### config.mk
export PLATFORM = sky130hd
export DESIGN_NAME = picobello_mcast_unroller
export DESIGN_NICKNAME = d
export VERILOG_FILES = /design/src/rtl/picobello_mcast_unroller.sv
export SDC_FILE = /design/constraint.sdc
export NUM_CORES = 1
export LEC_CHECK = 0
export CAP_MARGIN = 30
export CORE_MARGIN = 1.5
export CORE_UTILIZATION = 35
export CTS_BUF_LIST = sky130_fd_sc_hd__clkbuf_4 sky130_fd_sc_hd__clkbuf_8 sky130_fd_sc_hd__clkbuf_16
export CTS_CLUSTER_SIZE = 25
export DETAILED_ROUTE_END_ITERATION = 10
export MAX_ROUTING_LAYER = met4
export PLACE_DENSITY = 0.73
export SETUP_SLACK_MARGIN = 0.02
export SYNTH_ARGS = -nofsm -noshare
export SYNTH_HDL_FRONTEND = slang
export SYNTH_SLANG_ARGS = --single-unit
### constraint.sdc
create_clock -name clk_i -period 1.2 [get_ports clk_i]
set_input_delay 0.18 -clock clk_i [delete_from_list [all_inputs] [get_ports clk_i]]
set_output_delay 0.18 -clock clk_i [all_outputs]
set_load 0.1 [all_outputs]
### src/rtl/picobello_mcast_unroller.sv
// Expands one multicast request (address + X/Y mask) into the ordered sequence of unicast
// cluster addresses it covers, emitting one beat per output handshake.
module picobello_mcast_unroller #(
   parameter int unsigned AddrWidth = 48,
   parameter int unsigned OffsetY   = 18,
   parameter int unsigned LenY      = 2,
   parameter int unsigned OffsetX   = 20,
   parameter int unsigned LenX      = 2
) (
   input  logic                 clk_i,
   input  logic                 rst_ni,
   input  logic                 in_valid_i,
   output logic                 in_ready_o,
   input  logic [AddrWidth-1:0] in_addr_i,
   input  logic [AddrWidth-1:0] in_mask_i,
   output logic                 out_valid_o,
   input  logic                 out_ready_i,
   output logic [AddrWidth-1:0] out_addr_o,
   output logic [LenX-1:0]      out_x_o,
   output logic [LenY-1:0]      out_y_o,
   output logic                 out_last_o,
   output logic                 out_err_o
);

   // Handshakes: a transfer happens on a rising edge where valid && ready; valid never
   // depends on ready, and the request side (in_ready_o) depends on the FSM state only.

   typedef enum logic {
      IDLE = 1'b0,
      EMIT = 1'b1
   } state_e;

   localparam logic [AddrWidth-1:0] XField = {{(AddrWidth-LenX){1'b0}}, {LenX{1'b1}}} << OffsetX;
   localparam logic [AddrWidth-1:0] YField = {{(AddrWidth-LenY){1'b0}}, {LenY{1'b1}}} << OffsetY;
   localparam logic [AddrWidth-1:0] XyField = XField | YField;

   state_e                 state, state_next;
   logic [AddrWidth-1:0]   base;
   logic [LenX-1:0]        mx, xs;
   logic [LenY-1:0]        my, ys;
   logic                   err;
   logic                   in_fire, out_fire, last_beat;

   // Next submask of m above s, wrapping to 0 after s == m.
   function automatic logic [LenX-1:0] next_sub_x(input logic [LenX-1:0] s, input logic [LenX-1:0] m);
      logic [LenX-1:0] t;
      t = (s | ~m) + LenX'(1);
      return t & m;
   endfunction

   function automatic logic [LenY-1:0] next_sub_y(input logic [LenY-1:0] s, input logic [LenY-1:0] m);
      logic [LenY-1:0] t;
      t = (s | ~m) + LenY'(1);
      return t & m;
   endfunction

   assign in_fire   = in_valid_i && (state == IDLE);
   assign out_fire  = out_ready_i && (state == EMIT);
   assign last_beat = (xs == mx) && (ys == my);

   always_ff @(posedge clk_i or negedge rst_ni) begin
      if (!rst_ni) state <= IDLE;
      else         state <= state_next;
   end

   always_comb begin
      state_next = state;
      case (state)
         IDLE: if (in_fire) state_next = EMIT;
         EMIT: if (out_fire && last_beat) state_next = IDLE;
         default: state_next = IDLE;
      endcase
   end

   always_ff @(posedge clk_i or negedge rst_ni) begin
      if (!rst_ni) begin
         base <= '0;
         mx   <= '0;
         my   <= '0;
         xs   <= '0;
         ys   <= '0;
         err  <= 1'b0;
      end else if (in_fire) begin
         base <= in_addr_i & ~(in_mask_i & XyField);
         mx   <= in_mask_i[OffsetX +: LenX];
         my   <= in_mask_i[OffsetY +: LenY];
         xs   <= '0;
         ys   <= '0;
         err  <= |(in_mask_i & ~XyField);
      end else if (out_fire) begin
         // Y is the inner loop; X advances when Y has covered its whole mask.
         if (ys != my) begin
            ys <= next_sub_y(ys, my);
         end else begin
            ys <= '0;
            xs <= next_sub_x(xs, mx);
         end
      end
   end

   assign in_ready_o  = (state == IDLE);
   assign out_valid_o = (state == EMIT);
   assign out_addr_o  = base | (AddrWidth'(xs) << OffsetX) | (AddrWidth'(ys) << OffsetY);
   assign out_x_o     = out_addr_o[OffsetX +: LenX];
   assign out_y_o     = out_addr_o[OffsetY +: LenY];
   assign out_last_o  = (state == EMIT) && last_beat;
   assign out_err_o   = (state == EMIT) && err;

endmodule

==> summary.txt <==
Global route
  • Antenna violations before repair: 0
  • First-pass GRT wire length: 12.8 mm
  • Largest net degree at the start of global routing: 59
  • Total grt overflow: 0
  • Number of global-route vias before repair: 2800
  • Total GRT Usage: 19.3%

Placed design
  • PortBufs: 155
  • Final GP Congestion: 0.767
  • Pre-CTS setup slack: -369 ps
  • Post-DP HPWL: 5.76 mm

Floorplan
  • Die W: 93.6 um
  • # rows: 32
  • Initial Util: 36.6%
  • Die area: 0.00877 mm^2
  • Die Y: 93.6 um
  • Core area: 0.00785 mm^2
  • I/O pin count: 156

Synth
  • Post-Syn Area: 0.00288 mm^2
  • FF+latch count, synth: 58
  • Synth Area in Compound Gates: 1.04%
  • Post-synthesis cell type count: 21
  • YS warnings: 0
  • Net count of the mapped netlist: 432
  • Synth top area share: 50.5%
  • Synth area leaders: dfrtp_1 50%, nand2_1 21%, buf_4 15%, ha_1 1.7%, nor4_2 1.7%
  • Post-synthesis mux area share: 0%
  • Cell taking the most area after synthesis: dfrtp_1
  • Post-synthesis adder-cell area fraction: 1.74%
  • Seq/Total Area, Yosys: 50.5%
  • Combinational family with the most area after synthesis: simple AND/OR/NAND/NOR gates
  • Synth Area per Inst: 8.77 um^2
  • Post-Synth XOR/XNOR Area: 0.609%
  • Synth Area in Simple Gates: 29.0%
  • Cells after Synth: 328

Setup path
  • Critical path's largest stage delay: 420 ps
  • Reg2reg start: ys[0]$_DFFE_PN0P_
  • Crit-path cells: ha_4 -> nand3_4 -> nor2_4 -> buf_12
  • Critical Path AT: 1460 ps
  • Crit start category: flip-flop
  • Crit path launch: mx[0]$_DFFE_PN0N_
  • Crit. End Element: output pin
  • Worst reg-to-reg path cell count: 10
  • Worst Path Required: 1020 ps
  • CP max FO: 2
  • Worst Setup Path Type: reg2out
  • Critical path's slowest cell: dfrtp_1

Clock tree
  • Worst-path clk slew: 70 ps
  • Root Driver: clkbuf_8
  • Clock buffer depth: 2
  • H-tree levels: 3
  • Number of CTS-inserted buffers: 9
  • CTS tree: built
  • Sink Count: 58
  • Worst-Skew Late Latency: 330 ps

Detailed routing
  • Iter 0 DRT Violations: 64
  • Post-route DRC: 0
  • Via/cell ratio: 4.67
  • Avg WL per Cell: 15.8 um
  • Vias: 2732
  • Total wire length: 9.27 mm
  • DR pass1 iterations: 4
  • Routed Antenna Nets: 0

Hold path
  • Hold Path Class: in2async

Timing
  • RSZ-0062 raised after global routing: yes
  • Fmax: 612 MHz
  • Fin crit period: 1640 ps
  • Fin Setup TNS: -9290 ps
  • Final hold vios: 0
  • Final Max Slew Viols: 0
  • Final setup fails: 69
  • Max Clock Skew: 4.40 ps
  • Slew headroom: 78.4%
  • Final worst setup slack: -435 ps
  • Final period utilization: 136%
  • Worst-margin pin slew: 324 ps

Run status
  • Run status: finished with violations
  • Failing checks: setup timing

Layout
  • Antenna diode count: 0
  • Filler cells: 548
  • Share of cells above drive strength 1: 42.0%
  • Final core occ: 74.4%
  • Final #Nets: 584
  • Area added between synthesis and finish: 103%

Flow run
  • Max_cap viols: 0
==> Yosys cell counts <==
| cell type | count |
|---|---|
| nand3_1 | 6 |
| buf_6 | 4 |
| buf_4 | 57 |
| nor2_1 | 2 |
| nand2b_1 | 1 |
| o32a_1 | 1 |
| ha_1 | 4 |
| a21oi_1 | 3 |
| nand4_1 | 4 |
| nor4_1 | 7 |
| nand2_1 | 158 |
| xor2_1 | 2 |
| inv_1 | 5 |
| dfrtp_1 | 58 |
| nor4_2 | 4 |
| and2_1 | 1 |
| o21ai_0 | 1 |
| nor2b_2 | 1 |
| and4_1 | 1 |
| nand3b_1 | 4 |
| or2_2 | 4 |
==> critical path: cells and delay by family, from the launching register on <==
kind | cells | cell delay, ps
fa+ha+maj | 1 | 290
buf+inv | 1 | 190
flops | 1 | 420
simple gates | 2 | 220
==> final timing paths <==
path / to / slack, ps
worst min-delay path: base[17]$_DFFE_PN0N_ / 370
worst max-delay path: out_last_o / -440
worst min register to register: base[21]$_DFFE_PN0N_ / 480
max in group asynchronous: out_valid_o$_DFF_PN0_ / 520
worst max register to register: out_valid_o$_DFF_PN0_ / -380
min in group clk_i: base[11]$_DFFE_PN0N_ / 370
==> final cells by class <==
class                           count  area [um^2]  area share [%]
Clock buffer                       11          151            2.59
Clock inverter                      3         40.0           0.686
Inverter                            5         18.8           0.322
Multi-Input combinational cell    204         1320            22.7
Sequential cell                    58         1460            24.9
Tap cell                          102          128            2.19
Timing Repair Buffer              202         2720            46.6
==> through the flow <==
step | instance area, um^2 | instances | hold WS (ps)
floorplan | 2950 | 328 | -116
global placement | 4850 | 542 | 214
detailed placement | 4850 | 542 | 212
CTS | 5260 | 568 | 362
global route | 5840 | 585 | 370
finish | 5840 | 585 | 368
==> per-layer routing <==
metal  vias to the layer above  global-route usage, %  part of all wire [%]
met1                      1307                   21.6                    37
met4                         0                   8.21                   2.1
met2                       121                   32.4                    54
met3                        18                   5.28                   6.8
li1                       1286                      -                     -
met5                         -                      -                     0
==> cell usage in the layout (no fill, tap or decap), types with 2 or more instances in the layout <==
| master | netlist | layout |
|---|---|---|
| nand4_1 | 4 | 4 |
| clkdlybuf4s50_1 | 0 | 98 |
| dfrtp_1 | 58 | 57 |
| nand2_1 | 158 | 99 |
| buf_12 | 0 | 61 |
| buf_6 | 4 | 20 |
| nor4_1 | 7 | 7 |
| nand2_2 | 0 | 33 |
| inv_2 | 0 | 5 |
| clkbuf_16 | 0 | 6 |
| nand3_1 | 6 | 3 |
| nor4_2 | 4 | 4 |
| nand3b_1 | 4 | 4 |
| a21oi_2 | 0 | 2 |
| xor2_1 | 2 | 2 |
| ha_4 | 0 | 4 |
| nand3_2 | 0 | 2 |
| nand2_4 | 0 | 26 |
| buf_8 | 0 | 2 |
| or2_4 | 0 | 4 |
| buf_4 | 57 | 13 |
| clkbuf_8 | 0 | 11 |
| clkinv_2 | 0 | 2 |
==> sequential cells by signal (all words and copies together), names as in the netlist <==
signal / flops
base: 48
mx: 2
my: 2
xs: 2
ys: 2
err: 1
out_valid_o: 1
==> logic make-up after synthesis <==
kind of cell             count (synthesis)
adder cells (fa/ha/maj)                  4
AND/OR/NAND/NOR                        193
flip-flops                              58
AO/OA/AOI/OAI                            5
buffers and inverters                   66
XOR/XNOR                                 2
==> repair_timing <==
action / CTS / global route
buffers inserted: 11 / 10
pin swaps: 12 / 63
gates resized for setup: 28 / 102
hold endpoints to repair: 58 / 0
cloned: 0 / 8
endpoints found under the setup margin: 70 / 56
hold buffers: 1 / 0
Power is not shown: default switching activity piles up to over one toggle a cycle in this logic, so the estimate is an artifact.
